File: src/rtl/cpu_pkg.sv
// Shared definitions for the operand issue stage and its register file.
//   - datapath width, register file depth and register index width
//   - instruction field bit positions for the 16-bit instruction word
//   - ALU operation codes (codes above ALU_SUB are reserved)
//   - output slot state encoding
package cpu_pkg;

    localparam int DATA_W  = 16;
    localparam int NREG    = 8;
    localparam int REG_W   = $clog2(NREG);
    localparam int IMM_W   = 6;
    localparam int INSTR_W = 16;
    localparam int OP_W    = 3;

    // Instruction field positions
    localparam int OP_MSB   = 15;
    localparam int OP_LSB   = 13;
    localparam int RD_MSB   = 12;
    localparam int RD_LSB   = 10;
    localparam int RSA_MSB  = 9;
    localparam int RSA_LSB  = 7;
    localparam int USE_IMM  = 6;
    localparam int RSB_MSB  = 5;
    localparam int RSB_LSB  = 3;
    localparam int IMM_MSB  = 5;
    localparam int IMM_LSB  = 0;

    localparam logic [OP_W-1:0] ALU_PASS = 3'b000;
    localparam logic [OP_W-1:0] ALU_ADD  = 3'b001;
    localparam logic [OP_W-1:0] ALU_SUB  = 3'b010;

    typedef enum logic {
        SLOT_EMPTY = 1'b0,
        SLOT_FULL  = 1'b1
    } slot_state_e;

endpackage

File: src/rtl/regfile_2r1w.sv
// Register file: two asynchronous read ports, one synchronous write port.
// Entry 0 is hardwired to zero (reads return 0, writes are dropped).
// Synchronous active-high reset clears every entry.
//   clk, rst              clock / synchronous reset
//   ra_a_i, ra_b_i        read addresses
//   rd_a_o, rd_b_o        read data (combinational)
//   we_i, wa_i, wd_i      write enable / address / data
module regfile_2r1w #(
    parameter int DATA_W = cpu_pkg::DATA_W,
    parameter int NREG   = cpu_pkg::NREG
) (
    input  logic                    clk,
    input  logic                    rst,
    input  logic [$clog2(NREG)-1:0] ra_a_i,
    input  logic [$clog2(NREG)-1:0] ra_b_i,
    output logic [DATA_W-1:0]       rd_a_o,
    output logic [DATA_W-1:0]       rd_b_o,
    input  logic                    we_i,
    input  logic [$clog2(NREG)-1:0] wa_i,
    input  logic [DATA_W-1:0]       wd_i
);

    logic [DATA_W-1:0] mem_q [NREG];

    always_ff @(posedge clk) begin
        if (rst) begin
            for (int i = 0; i < NREG; i++) begin
                mem_q[i] <= '0;
            end
        end else if (we_i && (wa_i != '0)) begin
            mem_q[wa_i] <= wd_i;
        end
    end

    assign rd_a_o = (ra_a_i == '0) ? '0 : mem_q[ra_a_i];
    assign rd_b_o = (ra_b_i == '0) ? '0 : mem_q[ra_b_i];

endmodule

File: src/rtl/operand_issue_stage.sv
// Decode / operand issue stage feeding the execution unit.
// Decodes a 16-bit instruction, reads two sources from the register file
// (with same-cycle writeback bypass), blocks RAW/WAW hazards with a
// per-register pending scoreboard and holds the issue bundle in a one-entry
// output slot with a valid/ready handshake.
//   clk, rst                    clock / synchronous active-high reset
//   instr, instr_valid/ready    instruction input handshake
//   issue_valid/ready           issue bundle handshake
//   operanda, operandb          source A, source B or zero-extended immediate
//   alu_op, rd                  pass-through opcode and destination index
//   wb_en, wb_addr, wb_data     writeback from downstream
module operand_issue_stage #(
    parameter int DATA_W = cpu_pkg::DATA_W,
    parameter int NREG   = cpu_pkg::NREG,
    parameter int IMM_W  = cpu_pkg::IMM_W
) (
    input  logic                    clk,
    input  logic                    rst,
    input  logic [15:0]             instr,
    input  logic                    instr_valid,
    output logic                    instr_ready,
    output logic                    issue_valid,
    input  logic                    issue_ready,
    output logic [DATA_W-1:0]       operanda,
    output logic [DATA_W-1:0]       operandb,
    output logic [2:0]              alu_op,
    output logic [$clog2(NREG)-1:0] rd,
    input  logic                    wb_en,
    input  logic [$clog2(NREG)-1:0] wb_addr,
    input  logic [DATA_W-1:0]       wb_data
);

    import cpu_pkg::*;

    localparam int RW = $clog2(NREG);

    // Decoded fields
    logic [2:0]       f_op;
    logic [RW-1:0]    f_rd;
    logic [RW-1:0]    f_rsa;
    logic [RW-1:0]    f_rsb;
    logic             f_use_imm;
    logic [IMM_W-1:0] f_imm;

    assign f_op      = instr[OP_MSB:OP_LSB];
    assign f_rd      = instr[RD_MSB:RD_LSB];
    assign f_rsa     = instr[RSA_MSB:RSA_LSB];
    assign f_rsb     = instr[RSB_MSB:RSB_LSB];
    assign f_use_imm = instr[USE_IMM];
    assign f_imm     = instr[IMM_W-1:0];

    // Register file
    logic [DATA_W-1:0] rf_a;
    logic [DATA_W-1:0] rf_b;

    regfile_2r1w #(
        .DATA_W (DATA_W),
        .NREG   (NREG)
    ) u_rf (
        .clk    (clk),
        .rst    (rst),
        .ra_a_i (f_rsa),
        .ra_b_i (f_rsb),
        .rd_a_o (rf_a),
        .rd_b_o (rf_b),
        .we_i   (wb_en),
        .wa_i   (wb_addr),
        .wd_i   (wb_data)
    );

    // Scoreboard
    logic [NREG-1:0] pending_q;
    logic [NREG-1:0] pending_d;
    logic [NREG-1:0] wb_clr;
    logic [NREG-1:0] acc_set;
    logic [NREG-1:0] pend_eff;
    logic            hazard;
    logic            accept;

    always_comb begin
        wb_clr  = '0;
        acc_set = '0;
        if (wb_en) begin
            wb_clr[wb_addr] = 1'b1;
        end
        if (accept && (f_rd != '0)) begin
            acc_set[f_rd] = 1'b1;
        end
    end

    // A register being written back this cycle no longer blocks issue.
    assign pend_eff = pending_q & ~wb_clr;

    assign hazard = pend_eff[f_rsa]
                  | (~f_use_imm & pend_eff[f_rsb])
                  | pend_eff[f_rd];

    assign instr_ready = ~rst & ~hazard & (~issue_valid | issue_ready);
    assign accept      = instr_valid & instr_ready;

    // Set after clear: a new producer of rd wins over a same-cycle writeback.
    assign pending_d = pend_eff | acc_set;

    // Operand selection with writeback bypass (R0 never bypassed)
    logic              wb_hit_a;
    logic              wb_hit_b;
    logic [DATA_W-1:0] opa_d;
    logic [DATA_W-1:0] opb_d;

    assign wb_hit_a = wb_en && (wb_addr != '0) && (wb_addr == f_rsa);
    assign wb_hit_b = wb_en && (wb_addr != '0) && (wb_addr == f_rsb);

    assign opa_d = wb_hit_a ? wb_data : rf_a;
    assign opb_d = f_use_imm ? {{(DATA_W-IMM_W){1'b0}}, f_imm}
                             : (wb_hit_b ? wb_data : rf_b);

    // Output slot
    slot_state_e slot_q;

    always_ff @(posedge clk) begin
        if (rst) begin
            slot_q    <= SLOT_EMPTY;
            operanda  <= '0;
            operandb  <= '0;
            alu_op    <= '0;
            rd        <= '0;
            pending_q <= '0;
        end else begin
            pending_q <= pending_d;
            case (slot_q)
                SLOT_EMPTY: begin
                    if (accept) begin
                        slot_q   <= SLOT_FULL;
                        operanda <= opa_d;
                        operandb <= opb_d;
                        alu_op   <= f_op;
                        rd       <= f_rd;
                    end
                end
                SLOT_FULL: begin
                    // accept implies the held bundle leaves this cycle too
                    if (accept) begin
                        operanda <= opa_d;
                        operandb <= opb_d;
                        alu_op   <= f_op;
                        rd       <= f_rd;
                    end else if (issue_ready) begin
                        slot_q <= SLOT_EMPTY;
                    end
                end
                default: slot_q <= SLOT_EMPTY;
            endcase
        end
    end

    assign issue_valid = (slot_q == SLOT_FULL);

endmodule
File: config.mk
export PLATFORM = sky130hd
export DESIGN_NAME = operand_issue_stage
export DESIGN_NICKNAME = d
export VERILOG_FILES = /design/src/rtl/cpu_pkg.sv /design/src/rtl/regfile_2r1w.sv /design/src/rtl/operand_issue_stage.sv
export SDC_FILE = /design/constraint.sdc
export NUM_CORES = 1
export LEC_CHECK = 0
export ABC_CLOCK_PERIOD_IN_PS = 3600
export CORE_ASPECT_RATIO = 0.7
export CORE_MARGIN = 4
export CORE_UTILIZATION = 45
export DETAILED_ROUTE_END_ITERATION = 10
export SLEW_MARGIN = 20
export SYNTH_ARGS = -nofsm -noshare
export SYNTH_HDL_FRONTEND = slang
export SYNTH_SLANG_ARGS = --single-unit
File: constraint.sdc
create_clock -name clk -period 3.6 [get_ports clk]
set_clock_uncertainty 0.15 [all_clocks]
set_input_delay 0.72 -clock clk [delete_from_list [all_inputs] [get_ports clk]]
set_output_delay 0.72 -clock clk [all_outputs]
set_load 0.005 [all_outputs]
==> results of run 1 <==
routing by layer:
metal	global-route usage	vias to the layer above	wire, microns
met3	0.0444	30	2250
met4	0.0600	0	344
met5	0	-	0
met1	0.366	3354	12700
met2	0.353	325	11800
li1	-	2989	-
flip-flops by register name, summed over array words and instances, names as in the netlist:
name / count
operandb: 16
alu_op: 3
rd: 3
operanda: 16
issue_valid: 1
u_rf.mem_q: 127
pending_q: 8
kinds of logic (layout without fill, tap and decap cells):
kind of cell	Yosys count	in the layout
xor gates and xnor gates	4	4
buffers and inverters	85	204
and+or+nand+nor	284	284
DFF	174	174
AOI/OAI and AO/OA	85	85
muxes	118	118
other	1	15
cell usage in the layout, fill, tap and decap left out, drive strengths merged, types with 8 or more instances in the layout:
cell type | netlist | layout
clkbuf | 37 | 21
inv | 24 | 27
a21oi | 18 | 18
edfxtp | 127 | 127
nand2b | 28 | 28
dfxtp | 47 | 47
mux4 | 47 | 47
conb | 1 | 15
a221oi | 21 | 21
clkdlybuf4s50 | 0 | 70
mux2i | 42 | 42
buf | 23 | 72
or2 | 8 | 8
nand3 | 14 | 14
mux2 | 29 | 29
and2 | 113 | 113
nor2b | 17 | 17
nor2 | 21 | 21
a22oi | 11 | 11
nand2 | 60 | 60
cells in the mapped netlist (17+ instances only):
master / number / share of area
inv_1: 24 / 0.0098
edfxtp_1: 127 / 0.41
nor2_1: 21 / 0.0086
and2_1: 113 / 0.077
mux2i_1: 42 / 0.046
dfxtp_1: 47 / 0.10
nor2b_1: 17 / 0.012
nand2_1: 60 / 0.024
mux4_2: 47 / 0.12
a21oi_1: 18 / 0.0098
clkbuf_1: 37 / 0.015
a221oi_1: 21 / 0.020
nand2b_1: 28 / 0.019
layout make-up:
class,count,area (sq um)
fillers,1708,8710
flip-flops and latches,174,4750
multi-input cells,506,4170
repair buffers,147,1340
clock buffers,21,474
well taps,270,338
inverters,25,93.8
clock inverters,11,80.1
report_power, final:
group	internal (mW)	switching, mW
sequential	2.28	0.0647
clock	0.952	0.805
combinational	0.357	0.380
total	3.59	1.25
repair_timing:
item                                    in CTS  in global routing
cloned                                       0                  2
pin swaps                                    2                  4
endpoints found under the setup margin       1                  1
resized for setup                            3                 11
buffers inserted                             0                  9
worst paths after layout:
path                       to         start  slack, ns
setup / recovery  instr_ready      instr[4]       0.12
hold / removal    operanda[2]   operanda[2]       0.33
setup reg to reg    alu_op[0]  pending_q[3]       1.25
hold reg to reg   operanda[2]   operanda[2]       0.33
worst max-delay path, delay by kind of cell:
family	cells	cell delay, ns
compound gates	2	0.27
simple gates	2	0.40
buf+inv	4	1.22
==> metrics, run 1 <==
status complete, no violations; Die Area 22,800 sq um; DP Worst Slack -0.206 ns; cts-stage hold buffer count 0; Clock Tree Buf Depth 2; Final Core Density 0.564; Synth Area in XOR/XNOR 0.00381; Crit Path Class in2out; CP arrival 2.61 ns; nets 911; DR vias 6,698; Max VDD drop 242 uV; slowest stage cell, crit path clkdlybuf4s50_1; syn_area_per_cell 12.2 sq um; root buffer cell clkbuf_16; DRT Wirelength 27.1 mm; RSZ-0062 raised after global routing false; Final WS setup 0.115 ns; # rows 43; GPL Wtd Cong 0.870; CTS Sinks 174; #FFs+latches synth 174; latest clock arrival within the worst-skew pair 0.44 ns; min Tclk post-route 3.48 ns; Async S/R FF share, synth 0; WHS 0.326 ns; ys flop type edfxtp_1; layout cells sized above 1 0.213; port buffer count 79; critical path startpoint category primary input; core area 20,000 sq um; CP Data Required Time 2.73 ns; Max Cap Viol 0; GRT overflow 0; largest family of logic cells by synthesized area multiplexers; CP endpoint kind output port; Yosys cell types 56; DP Cell Count 1,111; number of enable flip-flop cells after synthesis 127; Synth Area in Adders 0; Compound-Gate Fraction of Synth Area 0.0682; area of placed instances 10,600 sq um; Hold Vio Cnt, Final 0; worst path cell trace clkdlybuf4s50_1 > buf_4 > inv_1 > a21o_1 > o311ai_1 > nand4_1 > and3_1 > dlygate4sd2_1; post-route insts no fill 1,154; post-route ant nets 0; Pwr Total 4.84 mW; final setup vio count 0; IO Count 80; TritonCTS clock tree done; Worst-Margin Slew 1.06 ns; Starting Density 0.461; DRT iter0 DRCs 893; multiplexer area fraction after synthesis 0.200; Residual DRC 0; fmax 287 MHz; Pre-antenna DRT Iters 5; Tot GR Track Use 0.239; R2R depth 7; synthesis-to-layout area growth 22.3%; Worst slew margin 0.287; vias in the first global route 6,580; H-tree depth 4; critical path peak fanout 7; first-pass GRT wire length 40.5 mm; fin crit share 0.968; synthesized instance count 751; post-layout instance area 11,300 sq um; die height 128 microns; mapped cell area 9200 sq um; TritonCTS Buffers 17; Die Span X 179 microns; setup TNS 0 ns; yosys warns 0; Leak 4.34 nW; simple-gate share of the synthesized area 0.173; worst hold path type reg2reg; Diodes inserted 0; hold path depth 2; clk slew on worst S/H paths 0.07 ns; pins over their slew limit 0; post-DP HPWL 17.5 mm; vias per inst 5.80; Seq/Total Area, Yosys 0.517; max incr delay on CP 0.68 ns; initial antenna violation count 0; DR WL/cell 23.4 microns; largest net degree at the start of global routing 65; Cell Pwr Density 430 nW/um^2
Power figures use the tool's default switching activity.
==> run 2, diff against run 1 <==
- CORE_UTILIZATION: 45 -> 32
==> metrics, run 2 (same netlist as run 1, synthesis figures left out) <==
status complete, no violations; Buf+Inv Stages, Crit Path 2 (-2); Comb power frac 0.149 (-0.003); DRT Wirelength 25.9 mm (-4.4%); fmax 282 MHz (-1.6%); clk slew on worst S/H paths 0.07 ns (about the same); critical path startpoint category primary input; TritonCTS Buffers 17 (unchanged); DP Cell Count 1,212 (+9.1%); die height 150 microns (+17%); Starting Density 0.328 (-0.133); CTS Sinks 174 (unchanged); Max VDD drop 332 uV (+38%); GPL Wtd Cong 0.837 (-3.7%); critical path peak fanout 2 (-5); nets 905 (-0.66%); H-tree depth 4 (unchanged); Diodes inserted 0 (unchanged); first-pass GRT wire length 39.7 mm (-2.0%); GRT overflow 0 (unchanged); CP Data Required Time 2.73 ns (about the same); root buffer cell clkbuf_16; final setup vio count 0 (unchanged); Residual DRC 0 (unchanged); Die Span X 211 microns (+18%); Worst slew margin 0.455 (+0.167); core area 28,100 sq um (+41%); slowest stage cell, crit path or4b_4; Clock Tree Buf Depth 2 (unchanged); port buffer count 79 (unchanged); DR vias 6,480 (-3.3%); Die Area 31,600 sq um (+38%); Crit Path Class in2out; IO Count 80 (unchanged); cts-stage hold buffer count 0 (unchanged); Regs by FF count u_rf.mem_q (127), operanda (16), operandb (16); initial antenna violation count 0 (unchanged); Pre-antenna DRT Iters 8 (+3); register bank with the most flops u_rf.mem_q; Reg area 4750 sq um (unchanged); Worst-Margin Slew 0.817 ns (-0.244 ns); Final Core Density 0.405 (-0.158); latest clock arrival within the worst-skew pair 0.44 ns (about the same); post-route ant nets 0 (unchanged); largest net degree at the start of global routing 68 (+4.6%); CP endpoint kind output port; post-DP HPWL 17.5 mm (about the same); vias in the first global route 6,385 (-3.0%); DR WL/cell 20.7 microns (-12%); synthesis-to-layout area growth 23.8%; P_int 3.60 mW (+0.30%); Max Cap Viol 0 (unchanged); max incr delay on CP 0.57 ns (-0.11 ns); max FFs per register 127 (unchanged); most common cell after layout, fill and taps aside edfxtp_1; crit-path leading delay family simple AND/OR/NAND/NOR gates; CP arrival 2.67 ns (+0.06 ns); area occupied by multi-input gates 4190 sq um (+0.45%); worst hold path type reg2reg; layout cells sized above 1 0.211 (-0.00196); vias per inst 5.19 (-11%); Sw Pwr 1.27 mW (+1.5%); fin crit share 0.984 (+0.0159); Hold Vio Cnt, Final 0 (unchanged); # rows 51 (+19%); worst path cell trace clkdlybuf4s50_1 > or4b_4 > a32oi_2 > nor3_1 > a311oi_2 > and3_1 > dlygate4sd2_1; Leak 4.31 nW (-0.69%); DRT iter0 DRCs 508 (-43%); filler instances 2,670 (+56%); commonest non-fill, non-tap cells in the layout edfxtp_1, and2_1, clkdlybuf4s50_1; post-route insts no fill 1,249 (+8.2%); Tot GR Track Use 0.165 (-0.0743); Sw Ratio 0.260 (+0.00220); Pwr Total 4.87 mW (+0.60%); pins over their slew limit 0 (unchanged); TritonCTS clock tree done; min Tclk post-route 3.54 ns (+0.0573 ns); setup TNS 0 ns (unchanged); WHS 0.325 ns (-0.000410 ns); Clock power frac 0.369 (+0.006); Cell Pwr Density 428 nW/um^2 (-0.58%); sequential share of power 0.482 (-0.003)
==> run 2: changes by cell type in the layout (fill, tap and decap cells not counted), moves of 2 or more <==
cell      before  now
buf_4         59   53
a32oi_1        2    0
a32oi_2        0    2
buf_12         3    5
clkbuf_2       2    0
clkinv_1       1    3
==> run 2: through the flow <==
| stage | cell area (sq um) | worst slack, ns |
|---|---|---|
| after detailed placement | 10700 | -0.218 |
| final | 11400 | 0.0581 |
| after global routing | 11400 | -0.00882 |
| after CTS | 11400 | 0.0913 |
| after global placement | 10700 | -0.239 |
| after floorplan | 9250 | 0.772 |
==> run 2: tightest hold or removal path, stage by stage, from the launching register on <==
cell and delay (ns):
dfxtp_1 0.31, nand2b_1 0.06, mux2i_1 0.06
==> run 2: power groups by stage <==
stage,clock (mW),combinational (mW),sequential [mW]
4_1_cts,1.82,0.724,2.34
3_3_place_gp,0,0.709,2.38
2_1_floorplan,0,0.407,2.37
5_1_grt,1.90,0.783,2.36
6_report,1.80,0.725,2.35
3_5_place_dp,0,0.713,2.39
==> run 2: cell type report <==
| type | instances | share of cell area |
|---|---|---|
| clock buffer | 17 | 0.0374 |
| clock inverter | 15 | 0.0123 |
| inverter | 25 | 0.00824 |
| multi-input combinational | 506 | 0.368 |
| sequential | 174 | 0.418 |
| tap | 371 | 0.0408 |
| timing repair buffer | 141 | 0.116 |
==> run 2: final timing paths <==
kind                 from           to  slack (ns)  cells after the start
max            wb_addr[0]  instr_ready        0.06                      7
min           operandb[0]  operandb[0]        0.33                      2
max reg2reg  pending_q[3]  operandb[6]        0.96                     10
min reg2reg   operandb[0]  operandb[0]        0.33                      2
==> run 2: layer usage <==
layer	GRT usage	part of all wire	vias to the layer above
li1	-	-	2976
met1	0.249	0.49	3223
met2	0.236	0.42	261
met3	0.0425	0.084	20
met4	0.0418	0.012	0
met5	0	0	-
==> run 2: repair_timing <==
item | CTS | global route
resized for setup | 10 | 5
pin swaps | 5 | 4
setup endpoints to repair | 1 | 1
setup buffers | 4 | 1
==> run 3, diff against run 2 <==
- GPL_TIMING_DRIVEN: not set -> 0
- PLACE_DENSITY_LB_ADDON: not set -> 0.05
==> metrics, run 3 (same netlist as run 1, synthesis figures left out) <==
status complete, no violations; WHS 0.323 ns (-0.00184 ns); H-tree depth 4 (unchanged); Max VDD drop 279 uV (-16%); area of placed instances 10,500 sq um (-2.2%); post-DP HPWL 21.4 mm (+22%); vias per inst 5.27 (+1.6%); initial antenna violation count 1 (+1); critical path peak fanout 10 (+8); Pwr Total 5.05 mW (+3.6%); DRT Wirelength 30.0 mm (+16%); Die Span X 211 microns (unchanged); Clock Tree Buf Depth 2 (unchanged); most common cell after layout, fill and taps aside edfxtp_1; GRT overflow 0 (unchanged); filler instances 2,655 (-0.56%); Leak 4.14 nW (-4.0%); vias in the first global route 6,614 (+3.6%); Pre-antenna DRT Iters 5 (-3); IO Count 80 (unchanged); TritonCTS clock tree done; Max Cap Viol 0 (unchanged); nets 902 (-0.33%); Final WS setup 0.108 ns (+0.0502 ns); first-pass GRT wire length 44.1 mm (+11%); worst hold path type reg2reg; cts-stage hold buffer count 0 (unchanged); post-layout instance area 11,200 sq um (-1.9%); final setup vio count 0 (unchanged); post-route insts no fill 1,245 (-0.32%); Starting Density 0.328 (unchanged); CP arrival 3.64 ns (+0.97 ns); DP Worst Slack -0.571 ns (-0.353 ns); clk slew on worst S/H paths 0.07 ns (about the same); GPL Wtd Cong 0.856 (+2.2%); fin crit share 0.970 (-0.0139); Final Core Density 0.398 (-0.00757); commonest non-fill, non-tap cells in the layout edfxtp_1, and2_1, clkdlybuf4s50_1; Regs by FF count u_rf.mem_q (127), operanda (16), operandb (16); pins over their slew limit 0 (unchanged); layout cells sized above 1 0.168 (-0.0425); register bank with the most flops u_rf.mem_q; post-route ant nets 0 (unchanged); DR WL/cell 24.1 microns (+16%); setup TNS 0 ns (unchanged); TritonCTS Buffers 17 (unchanged); Crit Path Class in2reg; CP Data Required Time 3.75 ns (+1.02 ns); port buffer count 76 (-3.8%); DP Cell Count 1,212 (unchanged); die height 150 microns (unchanged); fmax 286 MHz (+1.4%); CTS Sinks 174 (unchanged); Worst-Margin Slew 1.19 ns (+0.375 ns); Worst slew margin 0.200 (-0.255); # rows 51 (unchanged); Tot GR Track Use 0.192 (+0.0270); DR vias 6,564 (+1.3%); Cell Pwr Density 452 nW/um^2 (+5.6%); Diodes inserted 0 (unchanged); Hold Vio Cnt, Final 0 (unchanged); critical path startpoint category primary input; core area 28,100 sq um (unchanged); latest clock arrival within the worst-skew pair 0.43 ns (about the same); max FFs per register 127 (unchanged); synthesis-to-layout area growth 21.5%; RSZ-0062 raised after global routing false; DRT iter0 DRCs 729 (+44%); largest net degree at the start of global routing 17 (-75%); CP endpoint kind flop; Residual DRC 0 (unchanged); min Tclk post-route 3.49 ns (-0.0502 ns); root buffer cell clkbuf_16; Die Area 31,600 sq um (unchanged)
run 3: changes by cell type in the layout (fill, tap and decap cells not counted), moves of 3 or more:
| cell | previous run | this run |
|---|---|---|
| buf_1 | 0 | 6 |
| buf_12 | 5 | 0 |
| buf_2 | 5 | 11 |
| buf_4 | 53 | 5 |
| clkbuf_1 | 0 | 29 |
| clkbuf_2 | 0 | 5 |
| clkinv_1 | 3 | 0 |
| dlygate4sd2_1 | 1 | 4 |
| dlymetal6s2s_1 | 3 | 0 |
run 3: report_power, final:
group          switching, mW  internal (mW)  total [mW]
clock network          0.858           1.11        1.96
registers             0.0622           2.28        2.34
logic                  0.408          0.332       0.741
total                   1.33           3.72        5.05
run 3: worst paths after layout:
path                     start      endpoint  slack [ns]  cells past startpoint
setup reg to reg  pending_q[3]  operandb[10]        1.32                      8
setup / recovery      instr[8]  operanda[13]        0.11                      8
hold reg to reg    operanda[9]   operanda[9]        0.32                      2
hold / removal     operanda[9]   operanda[9]        0.32                      2
run 3: cell type report:
cell class | count | area, sq um | area share
flip-flops and latches | 174 | 4750 | 0.426
multi-input cells | 506 | 4180 | 0.374
repair buffers | 79 | 781 | 0.0699
well taps | 371 | 464 | 0.0415
clock buffers | 17 | 425 | 0.0381
plain buffers | 59 | 287 | 0.0256
clock inverters | 14 | 185 | 0.0166
inverters | 25 | 95.1 | 0.00851
run 3: critical path, stage by stage:
cell	delay, ns
clkdlybuf4s50_1	0.64
clkbuf_4	0.33
buf_1	0.68
mux2_2	0.41
a221oi_1	0.25
a21oi_1	0.08
mux2i_1	0.39
mux2i_1	0.13
run 3: repair_timing:
| item | in CTS | in global routing |
|---|---|---|
| buffers inserted | 3 | 0 |
| resized for setup | 31 | 0 |
| setup endpoints to repair | 5 | 0 |
| hold endpoints to repair | 0 | 0 |
run 3: layer usage:
metal / track usage / up-vias / part of all wire
li1: - / 2968 / -
met1: 0.299 / 3311 / 0.49
met2: 0.275 / 262 / 0.42
met3: 0.0386 / 23 / 0.073
met4: 0.0428 / 0 / 0.012
met5: 0 / - / 0
